**config.mk**
```make
export PLATFORM = sky130hd
export DESIGN_NAME = pc_sequencer_flat
export DESIGN_NICKNAME = d
export VERILOG_FILES = /design/src/rtl/pc_sequencer_if.sv /design/src/rtl/pc_sequencer.sv /design/src/flat_wrapper.sv
export SDC_FILE = /design/constraint.sdc
export NUM_CORES = 1
export LEC_CHECK = 0
export BUFFER_PORTS_ARGS = -buffer_cell sky130_fd_sc_hd__buf_2
export CORE_ASPECT_RATIO = 0.75
export CORE_UTILIZATION = 30
export DETAILED_ROUTE_END_ITERATION = 6
export GPL_TIMING_DRIVEN = 0
export SLEW_MARGIN = 20
export SYNTH_ARGS = -nofsm -noshare
export SYNTH_HDL_FRONTEND = slang
export SYNTH_SLANG_ARGS = --single-unit
```
**constraint.sdc**
```tcl
create_clock -name clk -period 7.3 [get_ports clk]
set_input_delay 0.73 -clock clk [delete_from_list [all_inputs] [get_ports clk]]
set_output_delay 0.73 -clock clk [all_outputs]
set_load 0.1 [all_outputs]
```
**src/rtl/pc_sequencer_if.sv**
```systemverilog
// Control/IM-facing signal bundle of the fetch-stage PC sequencer.
// The master modport drives the requests. The slave modport (the sequencer) drives the PC and status.
interface pc_sequencer_if;
    logic        stall;
    logic        imem_ready;
    logic        jump;
    logic [31:0] jump_addr;
    logic        branch;
    logic [31:0] branch_addr;
    logic        exc_req;
    logic        eret_req;
    logic [31:0] epc;
    logic [31:0] pc;
    logic [31:0] pc_4;
    logic        fetch_valid;
    logic        fetch_adel;
    logic        pend_valid;

    modport master (
        output stall, imem_ready, jump, jump_addr, branch, branch_addr,
               exc_req, eret_req, epc,
        input  pc, pc_4, fetch_valid, fetch_adel, pend_valid
    );

    modport slave (
        input  stall, imem_ready, jump, jump_addr, branch, branch_addr,
               exc_req, eret_req, epc,
        output pc, pc_4, fetch_valid, fetch_adel, pend_valid
    );
endinterface

```
**src/rtl/pc_sequencer.sv**
```systemverilog
// Fetch-stage PC register and next-PC sequencing: exception, ERET, redirects, stall and +4.
// Redirects that arrive while fetch is held are latched and applied on the next advancing cycle.
module pc_sequencer #(
    parameter logic [31:0] RESET_PC   = 32'h0000_3000,
    parameter logic [31:0] EXC_VECTOR = 32'h0000_4180,
    parameter logic [31:0] PC_LOW     = 32'h0000_3000,
    parameter logic [31:0] PC_HIGH    = 32'h0000_6ffc
) (
    input logic            clk,
    input logic            reset,
    pc_sequencer_if.slave  bus
);

    typedef enum logic [1:0] {StBoot, StRun, StPend} state_e;

    state_e      state_q, state_d;
    logic [31:0] pc_q, pc_d;
    logic [31:0] pend_addr_q, pend_addr_d;
    logic        pend_valid_q, pend_valid_d;
    logic        adel_q, adel_d;
    logic        advance;

    assign advance = bus.imem_ready & ~bus.stall;

    always_ff @(posedge clk) begin
        if (!reset) begin
            state_q      <= StBoot;
            pc_q         <= RESET_PC;
            pend_addr_q  <= 32'h0;
            pend_valid_q <= 1'b0;
            adel_q       <= 1'b0;
        end else begin
            state_q      <= state_d;
            pc_q         <= pc_d;
            pend_addr_q  <= pend_addr_d;
            pend_valid_q <= pend_valid_d;
            adel_q       <= adel_d;
        end
    end

    always_comb begin
        state_d      = state_q;
        pc_d         = pc_q;
        pend_addr_d  = pend_addr_q;
        pend_valid_d = pend_valid_q;

        unique case (state_q)
            StBoot: state_d = StRun;
            StRun, StPend: begin
                if (bus.exc_req) begin
                    pc_d         = EXC_VECTOR;
                    pend_valid_d = 1'b0;
                    state_d      = StRun;
                end else if (bus.eret_req) begin
                    pc_d         = bus.epc;
                    pend_valid_d = 1'b0;
                    state_d      = StRun;
                end else if (!advance) begin
                    // Newest redirect overwrites any earlier pending one.
                    if (bus.jump) begin
                        pend_addr_d  = bus.jump_addr;
                        pend_valid_d = 1'b1;
                        state_d      = StPend;
                    end else if (bus.branch) begin
                        pend_addr_d  = bus.branch_addr;
                        pend_valid_d = 1'b1;
                        state_d      = StPend;
                    end
                end else if (bus.jump) begin
                    pc_d         = bus.jump_addr;
                    pend_valid_d = 1'b0;
                    state_d      = StRun;
                end else if (bus.branch) begin
                    pc_d         = bus.branch_addr;
                    pend_valid_d = 1'b0;
                    state_d      = StRun;
                end else if (pend_valid_q) begin
                    pc_d         = pend_addr_q;
                    pend_valid_d = 1'b0;
                    state_d      = StRun;
                end else begin
                    pc_d = pc_q + 32'd4;
                end
            end
            default: state_d = StBoot;
        endcase

        // Illegal targets are still loaded; only the AdEL flag reports them.
        adel_d = (pc_d[1:0] != 2'b00) | (pc_d < PC_LOW) | (pc_d > PC_HIGH);
    end

    assign bus.pc          = pc_q;
    assign bus.pc_4        = pc_q + 32'd4;
    assign bus.fetch_adel  = adel_q;
    assign bus.pend_valid  = pend_valid_q;
    assign bus.fetch_valid = (state_q != StBoot) & bus.imem_ready & ~adel_q;

endmodule
```
**src/flat_wrapper.sv**
```systemverilog
// flat-port wrapper written by rule: the top's interface ports become plain ports
module pc_sequencer_flat 
#(
    parameter logic [31:0] RESET_PC   = 32'h0000_3000,
    parameter logic [31:0] EXC_VECTOR = 32'h0000_4180,
    parameter logic [31:0] PC_LOW     = 32'h0000_3000,
    parameter logic [31:0] PC_HIGH    = 32'h0000_6ffc
)
  (clk, reset, bus_stall, bus_imem_ready, bus_jump, bus_jump_addr, bus_branch, bus_branch_addr, bus_exc_req, bus_eret_req, bus_epc, bus_pc, bus_pc_4, bus_fetch_valid, bus_fetch_adel, bus_pend_valid);
  pc_sequencer_if bus_i ();
  input logic clk;
  input logic reset;
  input wire logic [$bits(bus_i.stall)-1:0] bus_stall;
  input wire logic [$bits(bus_i.imem_ready)-1:0] bus_imem_ready;
  input wire logic [$bits(bus_i.jump)-1:0] bus_jump;
  input wire logic [$bits(bus_i.jump_addr)-1:0] bus_jump_addr;
  input wire logic [$bits(bus_i.branch)-1:0] bus_branch;
  input wire logic [$bits(bus_i.branch_addr)-1:0] bus_branch_addr;
  input wire logic [$bits(bus_i.exc_req)-1:0] bus_exc_req;
  input wire logic [$bits(bus_i.eret_req)-1:0] bus_eret_req;
  input wire logic [$bits(bus_i.epc)-1:0] bus_epc;
  output wire logic [$bits(bus_i.pc)-1:0] bus_pc;
  output wire logic [$bits(bus_i.pc_4)-1:0] bus_pc_4;
  output wire logic [$bits(bus_i.fetch_valid)-1:0] bus_fetch_valid;
  output wire logic [$bits(bus_i.fetch_adel)-1:0] bus_fetch_adel;
  output wire logic [$bits(bus_i.pend_valid)-1:0] bus_pend_valid;
  assign bus_i.stall = bus_stall;
  assign bus_i.imem_ready = bus_imem_ready;
  assign bus_i.jump = bus_jump;
  assign bus_i.jump_addr = bus_jump_addr;
  assign bus_i.branch = bus_branch;
  assign bus_i.branch_addr = bus_branch_addr;
  assign bus_i.exc_req = bus_exc_req;
  assign bus_i.eret_req = bus_eret_req;
  assign bus_i.epc = bus_epc;
  assign bus_pc = bus_i.pc;
  assign bus_pc_4 = bus_i.pc_4;
  assign bus_fetch_valid = bus_i.fetch_valid;
  assign bus_fetch_adel = bus_i.fetch_adel;
  assign bus_pend_valid = bus_i.pend_valid;
  pc_sequencer #(.RESET_PC(RESET_PC), .EXC_VECTOR(EXC_VECTOR), .PC_LOW(PC_LOW), .PC_HIGH(PC_HIGH)) u_core (.clk(clk), .reset(reset), .bus(bus_i));
endmodule
```
==> results of run 1 <==
cell families after synthesis:
group | count (synthesis) | share of synthesized area
and+or+nand+nor | 313 | 0.299
AOI/OAI and AO/OA | 223 | 0.295
buffers and inverters | 84 | 0.0658
DFF | 68 | 0.253
xor gates and xnor gates | 25 | 0.0407
muxes | 21 | 0.0395
adders and majority gates | 3 | 0.00698
tightest hold or removal path: cells and delay by family, from the launching register on:
kind | cells | cell delay [ps]
AND/OR/NAND/NOR | 1 | 70
multiplexers | 1 | 60
flip-flops | 1 | 330
Yosys cell counts, drive strengths merged (4+ instances only):
cell     instances
o221ai           4
nor3            20
nand4           13
a31oi           16
nand2b          13
o2111ai          5
o31ai            4
o2bb2ai          5
o22ai            7
and3             8
nand3b           5
nor3b            7
a22oi            4
clkbuf          46
o21ai           38
mux2i           19
clkinv           4
o311ai           6
nand2           70
or2              6
or3              6
a2111oi          5
a211oi          21
or4              4
o21a             4
a221oi          10
dfxtp           68
nand3           28
buf             18
nor4            14
xnor2           16
a2bb2oi          4
inv             16
o211ai          11
xor2             9
and2            19
nor2            80
a21oi           38
a311oi          12
nor2b           13
registers in the layout (all words and copies together) (netlist names):
register and count:
u_core.bus.fetch_adel 1, u_core.bus.pc 32, u_core.bus.pend_valid 1, u_core.pend_addr_q 32, u_core.state_q 2
worst max-delay path by stage:
stage / start / to / slack, ps
4_1_cts: u_core.bus.pc[2]$_SDFF_PN0_ / bus_pc_4[28] / 3480
2_1_floorplan: u_core.bus.pc[2]$_SDFF_PN0_ / u_core.bus.fetch_adel$_SDFF_PN0_ / 2670
3_3_place_gp: bus_imem_ready / u_core.bus.fetch_adel$_SDFF_PN0_ / 3230
3_5_place_dp: bus_imem_ready / u_core.bus.fetch_adel$_SDFF_PN0_ / 3580
6_report: u_core.state_q[0]$_SDFFE_PN0P_ / u_core.bus.fetch_adel$_SDFF_PN0_ / 3380
5_1_grt: u_core.bus.pc[2]$_SDFF_PN0_ / bus_pc_4[28] / 3250
cell usage in the layout, fill, tap and decap left out, types with 13 or more instances in the layout:
cell,count
and2_1,19
dfxtp_1,68
nor4_1,13
clkbuf_1,43
nand2_1,70
a21oi_1,38
a211oi_1,21
a31oi_1,16
xnor2_1,16
nor3_1,19
mux2i_1,19
nor2_1,79
inv_1,16
nand3_1,27
buf_2,176
o21ai_0,38
nor2b_1,13
nand2b_1,13
metrics by stage:
step	utilization	total power [mW]	instance area [um^2]	setup WS [ps]	hold WS, ps
3_3_place_gp	0.371	0.940	6530	3230	479
5_1_grt	0.392	1.52	6910	3250	519
4_1_cts	0.392	1.48	6900	3480	500
2_1_floorplan	-	0.783	5380	2670	460
3_5_place_dp	0.372	0.939	6540	3580	486
6_report	0.392	1.49	6910	3380	500
routing by layer:
metal  part of all wire  wire length [um]  vias to the layer above
met5                  0                 0                        -
met4              0.033               900                        0
met3               0.12              3220                       65
met2               0.39             10500                      478
met1               0.46             12400                     3217
li1                   -                 -                     3113
report_power, final:
part	switching [mW]	total, mW	internal (mW)
Sequential	0.0273	0.420	0.392
Combinational	0.401	0.527	0.126
Clock	0.190	0.544	0.354
Total	0.619	1.49	0.873
layout make-up:
| type | count | area [um^2] | share of cell area |
|---|---|---|---|
| Multi-Input combinational cell | 585 | 3680 | 0.532 |
| Sequential cell | 68 | 1360 | 0.197 |
| Timing Repair Buffer | 170 | 853 | 0.124 |
| Tap cell | 242 | 303 | 0.0438 |
| Buffer | 64 | 279 | 0.0404 |
| Clock buffer | 11 | 253 | 0.0366 |
| Clock inverter | 5 | 106 | 0.0154 |
| Inverter | 20 | 75.1 | 0.0109 |
==> results.ini, run 1 <==
[outcome]
status = completed

[floorplan]
io_pins = 171
core_area_um2 = 17600
start_util = 0.306
die-area_um2 = 18500
rows = 42
die_h_um = 118
die_x_um = 157

[layout]
nets = 1025
diodes = 0
fillers = 1903
area_growth_pct = 28.4
post_route_cells_drive_above_1_share = 0.243
layoutNonFillerInstCount = 1165

[critical_path]
reg2reg_to = u_core.bus.fetch_adel$_SDFF_PN0_
r2r_start = u_core.state_q[0]$_SDFFE_PN0P_
cpPeakStageDelay_ps = 550
cpLargestDelayFamily = buffers and inverters
crit_required_ps = 7490
cp.depth = 10
reg2reg_slack_ps = 3380
crit_type = flop to flop
endpoint_kind = flop
cp_data_arrival_time_ps = 4110
ff2ff_path_depth = 10
path_max_fanout = 10
slowest_stage = clkbuf_1
crit_chain = inv_1 > ha_1 > clkbuf_1 > buf_1 > clkbuf_1 > buf_1 > o2bb2ai_1 > a31oi_1 > nor4_1 > a41oi_1
cp-start-kind = flop
cp.buffers_inverters = 5

[synthesis]
synthCells = 737
synth_seq_area_share = 0.253
synthTopCellsByArea = dfxtp_1 (25%), nor2_1 (5.5%), nand2_1 (4.9%)
ys_ff_latch = 68
synth_top_area_share = 0.253
yosysTopAreaCell = dfxtp_1
yosysWarnings = 0
yosysUniqueCellTypes = 80
syn_area_um2 = 5380
ys.flop_type = dfxtp_1
synthArstFlopShare = 0
synth-edff-count = 0
avgSynthCellArea_um2 = 7.30
syn_nets = 844

[sta]
slew_violations = 0
hold_viol_final = 0
grt_setup_unrepaired = false
setup_violations = 0
max_slew_margin = 0.179
tightest_slew_ps = 1230
skew_ps = 6.88
post-route-period-util = 0.537
fmax_ghz = 0.255
fin_tns_setup_ps = 0
min_period_ps = 3920

[clocking]
clk_latency_ps = 360
cts_tree = built
cts.sinks = 68
numCtsBuffers = 9
root_buffer = clkbuf_16
postCtsSetupRepairBufs = 0
cts.reportedPaths.clkPinSlew_ps = 60
cts-hold-fix-buffers = 0
cts_buffer_depth = 2
cts_max_level = 3
post_cts_resized = 0

[detailed_routing]
first_pass_iters = 5
post_drt_wl_per_cell_um = 23.2
vias = 6873
vias_per_cell = 5.90
wl_mm = 27.0
drtAntennaViolNets = 0
drc = 0
drt-initial-drc-count = 1075

[grt]
first_global_vias = 6215
grt_pass1_wl_mm = 39.2
gr-usage-met1 = 0.430
grt_antenna_before_repair = 0
grt_start_max_net_pins = 13
gr-total-overflow = 0
grt_util_met3 = 0.0784
busiest_layer = met1
gr-usage-all-layers = 0.291
grt_util_met2 = 0.395

[min_path]
hold_path.class = flop to flop
whs_endpoint = u_core.pend_addr_q[14]$_SDFFE_PN0P_
min-delay-start = u_core.pend_addr_q[14]$_SDFFE_PN0P_
hold_depth = 2

[run]
maxCapViolations = 0

[power]
power.density_nw_per_um2 = 216
ir_drop_uv = 94.0
leakage_nw = 2.76

[placed_design]
routabilityCongestion = 0.978
dp_cells = 1149
port_buffers = 169
detailed_place_hpwl_mm = 20.8

Power figures use the tool's default switching activity.
==> run 2, diff against run 1 <==
- ABC_AREA: unset -> 1
- clock period: 7.3 -> 3.3 ns (I/O delays scaled with it)
==> run 2 against run 1 <==
  * Worst setup slack got worse by 3100 ps
  * Combinational power grew 120%
  * Clock skew increased by 2.3 ps
  * Sequential power is 120% higher
  * Design area is 0.65% higher
  * Sequential share of layout area is 0.11 points lower
  * Utilization down 0.095 points
  * Largest power group is now combinational cells
  * Highest routed layer unchanged
==> results.ini, run 2 <==
[outcome]
status = completed

[synthesis]
synthTopCellsByArea = nand2_1 (26%), dfxtp_1 (25%), a21oi_1 (8.8%)
synthArstFlopShare = 0  ; unchanged
ys.flop_type = dfxtp_1
syn_area_um2 = 5490  ; +2.0%
synthTopCellsByCount = nand2_1 (376), nor2_1 (114), a21oi_1 (96)
yosysTopAreaCell = nand2_1
synth_top_area_share = 0.257  ; +0.00416
yosysWarnings = 0  ; unchanged
syn_nets = 1105  ; +31%
avgSynthCellArea_um2 = 5.50  ; -25%
yosysUniqueCellTypes = 33  ; -59%
synthCells = 998  ; +35%
ys_ff_latch = 68  ; unchanged
synth-edff-count = 0  ; unchanged
synth_seq_area_share = 0.248  ; -0.00496
synth_most_common_cell = nand2_1

[layout]
utilization = 0.391  ; -0.000946
post_route_cells_drive_above_1_share = 0.203  ; -0.0396
fillers = 2063  ; +8.4%
mostFrequentLayoutCells = nand2_1 (376), buf_2 (183), nor2_1 (114)
area_growth_pct = 26.7
seq_area_um2 = 1360  ; about the same
nets = 1284  ; +25%
diodes = 0  ; unchanged
final_common_cell = nand2_1
multi_input_comb_area_um2 = 3520  ; -4.1%

[critical_path]
crit_type = flop to output pin
path_common_cell = nand2_1
reg2reg_slack_ps = 360  ; -3020 ps
endpoint_kind = output pin
crit_chain = ha_2 > nand3_2 > inv_1 > nand2_2 > nor2_1 > nand2_1 > nor3_1 > nand2_1 > nand2_1 > inv_1 > buf_2
crit_required_ps = 2970  ; -4520 ps
cp-start-kind = flop
cp_data_arrival_time_ps = 2710  ; -1400 ps
path_max_fanout = 7  ; -3
cpPeakStageDelay_ps = 490  ; -60 ps
slowest_stage = dfxtp_1

[grt]
first_global_vias = 6281  ; +1.1%
grt_start_max_net_pins = 13  ; unchanged
grt_pass1_wl_mm = 36.6  ; -6.6%
gr-usage-all-layers = 0.262  ; -0.0290
grt_antenna_before_repair = 0  ; unchanged
gr-total-overflow = 0  ; unchanged

[detailed_routing]
post_drt_wl_per_cell_um = 17.4  ; -25%
drc = 0  ; unchanged
first_pass_iters = 5  ; unchanged
vias_per_cell = 5.10  ; -13%
vias = 7267  ; +5.7%
drtAntennaViolNets = 0  ; unchanged
drt-initial-drc-count = 698  ; -35%
wl_mm = 24.8  ; -8.2%

[clocking]
cts_buffer_depth = 2  ; unchanged
root_buffer = clkbuf_16
clk_latency_ps = 350  ; about the same
numCtsBuffers = 9  ; unchanged
cts.reportedPaths.clkPinSlew_ps = 70  ; about the same
cts_tree = built
cts.sinks = 68  ; unchanged
cts_max_level = 3  ; unchanged

[sta]
holdWs_ps = 255  ; -245 ps
fin_tns_setup_ps = 0  ; unchanged
slew_violations = 0  ; unchanged
min_period_ps = 3040
grt_setup_unrepaired = false
max_slew_margin = 0.460  ; +0.281
hold_viol_final = 0  ; unchanged
fmax_ghz = 0.329
setup_violations = 0  ; unchanged
skew_ps = 9.22  ; +2.34 ps
post-route-period-util = 0.920
tightest_slew_ps = 810  ; -419 ps

[min_path]
hold_path.class = input port to flop

[power]
leakage_nw = 3.56  ; +29%
power.density_nw_per_um2 = 456  ; +110%
total_power_mw = 3.17  ; +110%
ir_drop_uv = 234  ; +150%

[floorplan]
io_pins = 171  ; unchanged
rows = 42  ; unchanged
die-area_um2 = 18800  ; +2.0%
die_h_um = 119  ; +0.98%
die_x_um = 158  ; +0.98%
start_util = 0.309  ; +0.00335
core_area_um2 = 17800  ; +0.90%

[placed_design]
port_buffers = 168  ; -0.59%
detailed_place_hpwl_mm = 19.4  ; -6.4%
routabilityCongestion = 0.972  ; -0.67%

[run]
maxCapViolations = 0  ; unchanged

run 2: layout make-up:
class                           count  share of cell area
Timing Repair Buffer              168               0.121
Buffer                             49              0.0340
Inverter                           98              0.0535
Clock buffer                       11              0.0364
Multi-Input combinational cell    783               0.507
Clock inverter                      5             0.00864
Sequential cell                    68               0.196
Tap cell                          242              0.0436
run 2: cells by family after synthesis:
family / synth area share
flops: 0.248
compound gates: 0.197
simple gates: 0.438
buf+inv: 0.110
fa+ha+maj: 0.00684
run 2: where the power goes:
group	internal [mW]	leakage [nW]	switching (mW)
clock network	0.628	0.152	0.413
logic	0.262	2.85	0.920
registers	0.874	0.555	0.0704
run 2: path summary, 6_finish.rpt:
check / cells past startpoint / endpoint / startpoint
max: 11 / bus_pc_4[28] / u_core.bus.pc[3]$_SDFF_PN0_
min: 3 / u_core.pend_addr_q[2]$_SDFFE_PN0P_ / bus_jump_addr[2]
max reg2reg: 14 / u_core.bus.fetch_adel$_SDFF_PN0_ / u_core.state_q[1]$_SDFFE_PN0P_
min reg2reg: 2 / u_core.pend_addr_q[27]$_SDFFE_PN0P_ / u_core.pend_addr_q[27]$_SDFFE_PN0P_
run 2: through the flow:
stage	instance area [um^2]	setup WS, ps	std cells
3_5_place_dp	6640	394	1408
6_report	6950	265	1424
4_1_cts	6950	224	1424
2_1_floorplan	5490	123	998
3_3_place_gp	6640	376	1408
5_1_grt	6950	109	1424
run 2: worst max-delay path, delay by kind of cell (launching register included):
kind                       cells  cell delay, ps
and+or+nand+nor                7             920
buffers and inverters          3             570
DFF                            1             490
adders and majority gates      1             380
run 2: repair_timing:
item | 4_1_cts | 5_1_grt
endpoints found under the setup margin | 0 | 1
gates resized for setup | 0 | 1
setup buffers | 0 | 0
hold buffers | 0 | 0
run 2: layer usage:
layer	global-route usage	vias up	part of all wire
met2	0.371	410	0.40
met5	0	-	0
met3	0.0571	24	0.11
li1	-	3548	-
met4	0.0547	0	0.013
met1	0.398	3285	0.47
==> run 3, diff against run 2 <==
- ABC_AREA: 1 -> 0
- CORE_ASPECT_RATIO: 0.75 -> unset
- CORE_UTILIZATION: 30 -> 25
==> run 3 against run 2 <==
  * The run now ends with negative setup slack left
  * Die area up 17%
  * Highest routed layer is now met5
  * Worst setup slack worse by 340 ps
  * Clock skew about the same
  * Critical endpoint is now u_core.bus.fetch_adel$_SDFF_PN0_
  * Sequential power about the same
==> results.ini, run 3 (synthesis results as in run 1) <==
[critical_path]
path_common_cell = clkbuf_1
crit_start = bus_imem_ready
cp.buffers_inverters = 3  ; unchanged
crit_required_ps = 3540  ; +570 ps
path_max_fanout = 10  ; +3
cpPeakStageDelay_ps = 660  ; +170 ps
r2r_start = u_core.state_q[0]$_SDFFE_PN0P_
endpoint_kind = flop
reg2reg_to = u_core.bus.fetch_adel$_SDFF_PN0_
cp_data_arrival_time_ps = 3610  ; +900 ps
slowest_stage = clkbuf_1
ff2ff_path_depth = 11  ; -3
reg2reg_slack_ps = 60  ; -300 ps
crit_chain = buf_2 > nor2b_1 > clkbuf_1 > clkbuf_1 > o2111ai_1 > o211a_1 > nor4_1 > and4_1 > o211ai_1 > a41oi_2
crit_type = input port to flop
cp-start-kind = input port
cpLargestDelayFamily = buffers and inverters

[grt]
busiest_layer = met2
grt_pass1_wl_mm = 41.1  ; +12%
gr-usage-met1 = 0.341  ; -0.0580
gr-total-overflow = 0  ; unchanged
grt_start_max_net_pins = 12  ; -1
grt_antenna_before_repair = 1  ; +1
gr-usage-all-layers = 0.254  ; -0.00794
first_global_vias = 6695  ; +6.6%
grt_util_met3 = 0.0497  ; -0.00744
grt_util_met2 = 0.391  ; +0.0198

[clocking]
clk_latency_ps = 340  ; about the same
cts_buffer_depth = 2  ; unchanged
cts.sinks = 68  ; unchanged
cts.reportedPaths.clkPinSlew_ps = 60  ; about the same
numCtsBuffers = 9  ; unchanged
root_buffer = clkbuf_16
cts_tree = built
cts_max_level = 3  ; unchanged

[power]
leakage_nw = 2.92  ; -18%
power.density_nw_per_um2 = 427  ; -6.3%
ir_drop_uv = 246  ; +4.7%

[layout]
diodes = 0  ; unchanged
mostFrequentLayoutCells = buf_2 (181), nor2_1 (78), nand2_1 (70)
final_common_cell = buf_2
multi_input_comb_area_um2 = 3970  ; +12%
area_growth_pct = 34.0
nets = 1026  ; -20%
utilization = 0.342  ; -0.0496
fillers = 2356  ; +14%
post_route_cells_drive_above_1_share = 0.301  ; +0.0981
seq_area_um2 = 1390  ; +1.9%
fin_area_um2 = 7210  ; +3.7%

[floorplan]
rows = 53  ; +26%
die_h_um = 149  ; +25%
start_util = 0.255  ; -0.0538
core_area_um2 = 21100  ; +19%
io_pins = 171  ; unchanged
die-area_um2 = 22100  ; +17%
die_x_um = 149  ; -6.0%

[sta]
setup_violations = 1  ; +1
finalWorstSetupSlack_ps = -74.7  ; -340 ps
post-route-period-util = 1.02  ; +0.103
min_period_ps = 3370  ; +340 ps
skew_ps = 8.84  ; -0.383 ps
holdWs_ps = 281  ; +25.6 ps
fmax_ghz = 0.296  ; -10%
max_slew_margin = 0.229  ; -0.231
slew_violations = 0  ; unchanged
hold_viol_final = 0  ; unchanged
tightest_slew_ps = 1150  ; +345 ps

[placed_design]
port_buffers = 169  ; +0.60%
dpl_worst_slack_ps = -480  ; -874 ps
dpl_cell_area_um2 = 6840  ; +3.1%
routabilityCongestion = 0.974  ; +0.25%
detailed_place_hpwl_mm = 22.0  ; +13%

[detailed_routing]
drc = 0  ; unchanged
drt-initial-drc-count = 899  ; +29%
vias = 7103  ; -2.3%
first_pass_iters = 6  ; +1
wl_mm = 28.3  ; +14%
vias_per_cell = 5.93  ; +16%
drtAntennaViolNets = 0  ; unchanged
post_drt_wl_per_cell_um = 23.6  ; +36%

[outcome]
failed_checks = negative setup slack
status = finished, violations left

[min_path]
whs_endpoint = u_core.pend_addr_q[31]$_SDFFE_PN0P_
min-delay-start = bus_branch_addr[31]
hold_depth = 3  ; unchanged
hold_path.class = input port to flop

[run]
maxCapViolations = 0  ; unchanged

## run 3: changes by cell type in the layout (fill, tap and decap cells not counted), moves of 19 or more
cell	change
nand3_1	-25
mux2i_1	+19
inv_1	-77
a21oi_1	-58
nand2_1	-306
a211oi_1	+19
nor2_1	-36
## run 3: layout make-up
cell class                      count  area share
Buffer                             62      0.0391
Clock buffer                       12      0.0328
Clock inverter                      3     0.00555
Inverter                           20      0.0109
Multi-Input combinational cell    585       0.550
Sequential cell                    68       0.193
Tap cell                          275      0.0477
Timing Repair Buffer              173       0.121
## run 3: tightest hold or removal path, cell delays in order
cell	delay, ps
buf_2	110
nand2_1	60
a311oi_1	80
## run 3: worst max path at each step
stage / to / slack (ps) / cells past startpoint
floorplan: u_core.bus.fetch_adel$_SDFF_PN0_ / -20 / 9
global placement: u_core.bus.fetch_adel$_SDFF_PN0_ / -610 / 10
detailed placement: u_core.bus.fetch_adel$_SDFF_PN0_ / -480 / 11
CTS: bus_pc_4[16] / 30 / 7
global route: u_core.bus.fetch_adel$_SDFF_PN0_ / -8 / 11
finish: u_core.bus.fetch_adel$_SDFF_PN0_ / -70 / 10
## run 3: per-layer routing
layer | up-vias | wire (um)
met4 | 2 | 1270
met3 | 85 | 3060
li1 | 3112 | -
met2 | 535 | 12400
met5 | - | 58
met1 | 3369 | 11500
## run 3: metrics by stage
step                cells  power (mW)  setup TNS (ps)
finish               1198        3.08           -74.7
global route         1198        3.17           -7.76
CTS                  1197        3.05               0
detailed placement   1182        2.11            -554
global placement     1181        2.11            -649
floorplan             737        1.76           -16.5
## run 3: power breakdown
| part | switching [mW] | internal (mW) |
|---|---|---|
| Clock | 0.364 | 0.579 |
| Sequential | 0.0751 | 0.872 |
| Combinational | 0.892 | 0.298 |
| Total | 1.33 | 1.75 |
## run 3: repair_timing
action	CTS	global route
endpoints found under the setup margin	7	7
resized for setup	7	15
endpoints found under the hold margin	0	0
pin swaps	1	1
setup buffers	2	1
hold buffers	0	0
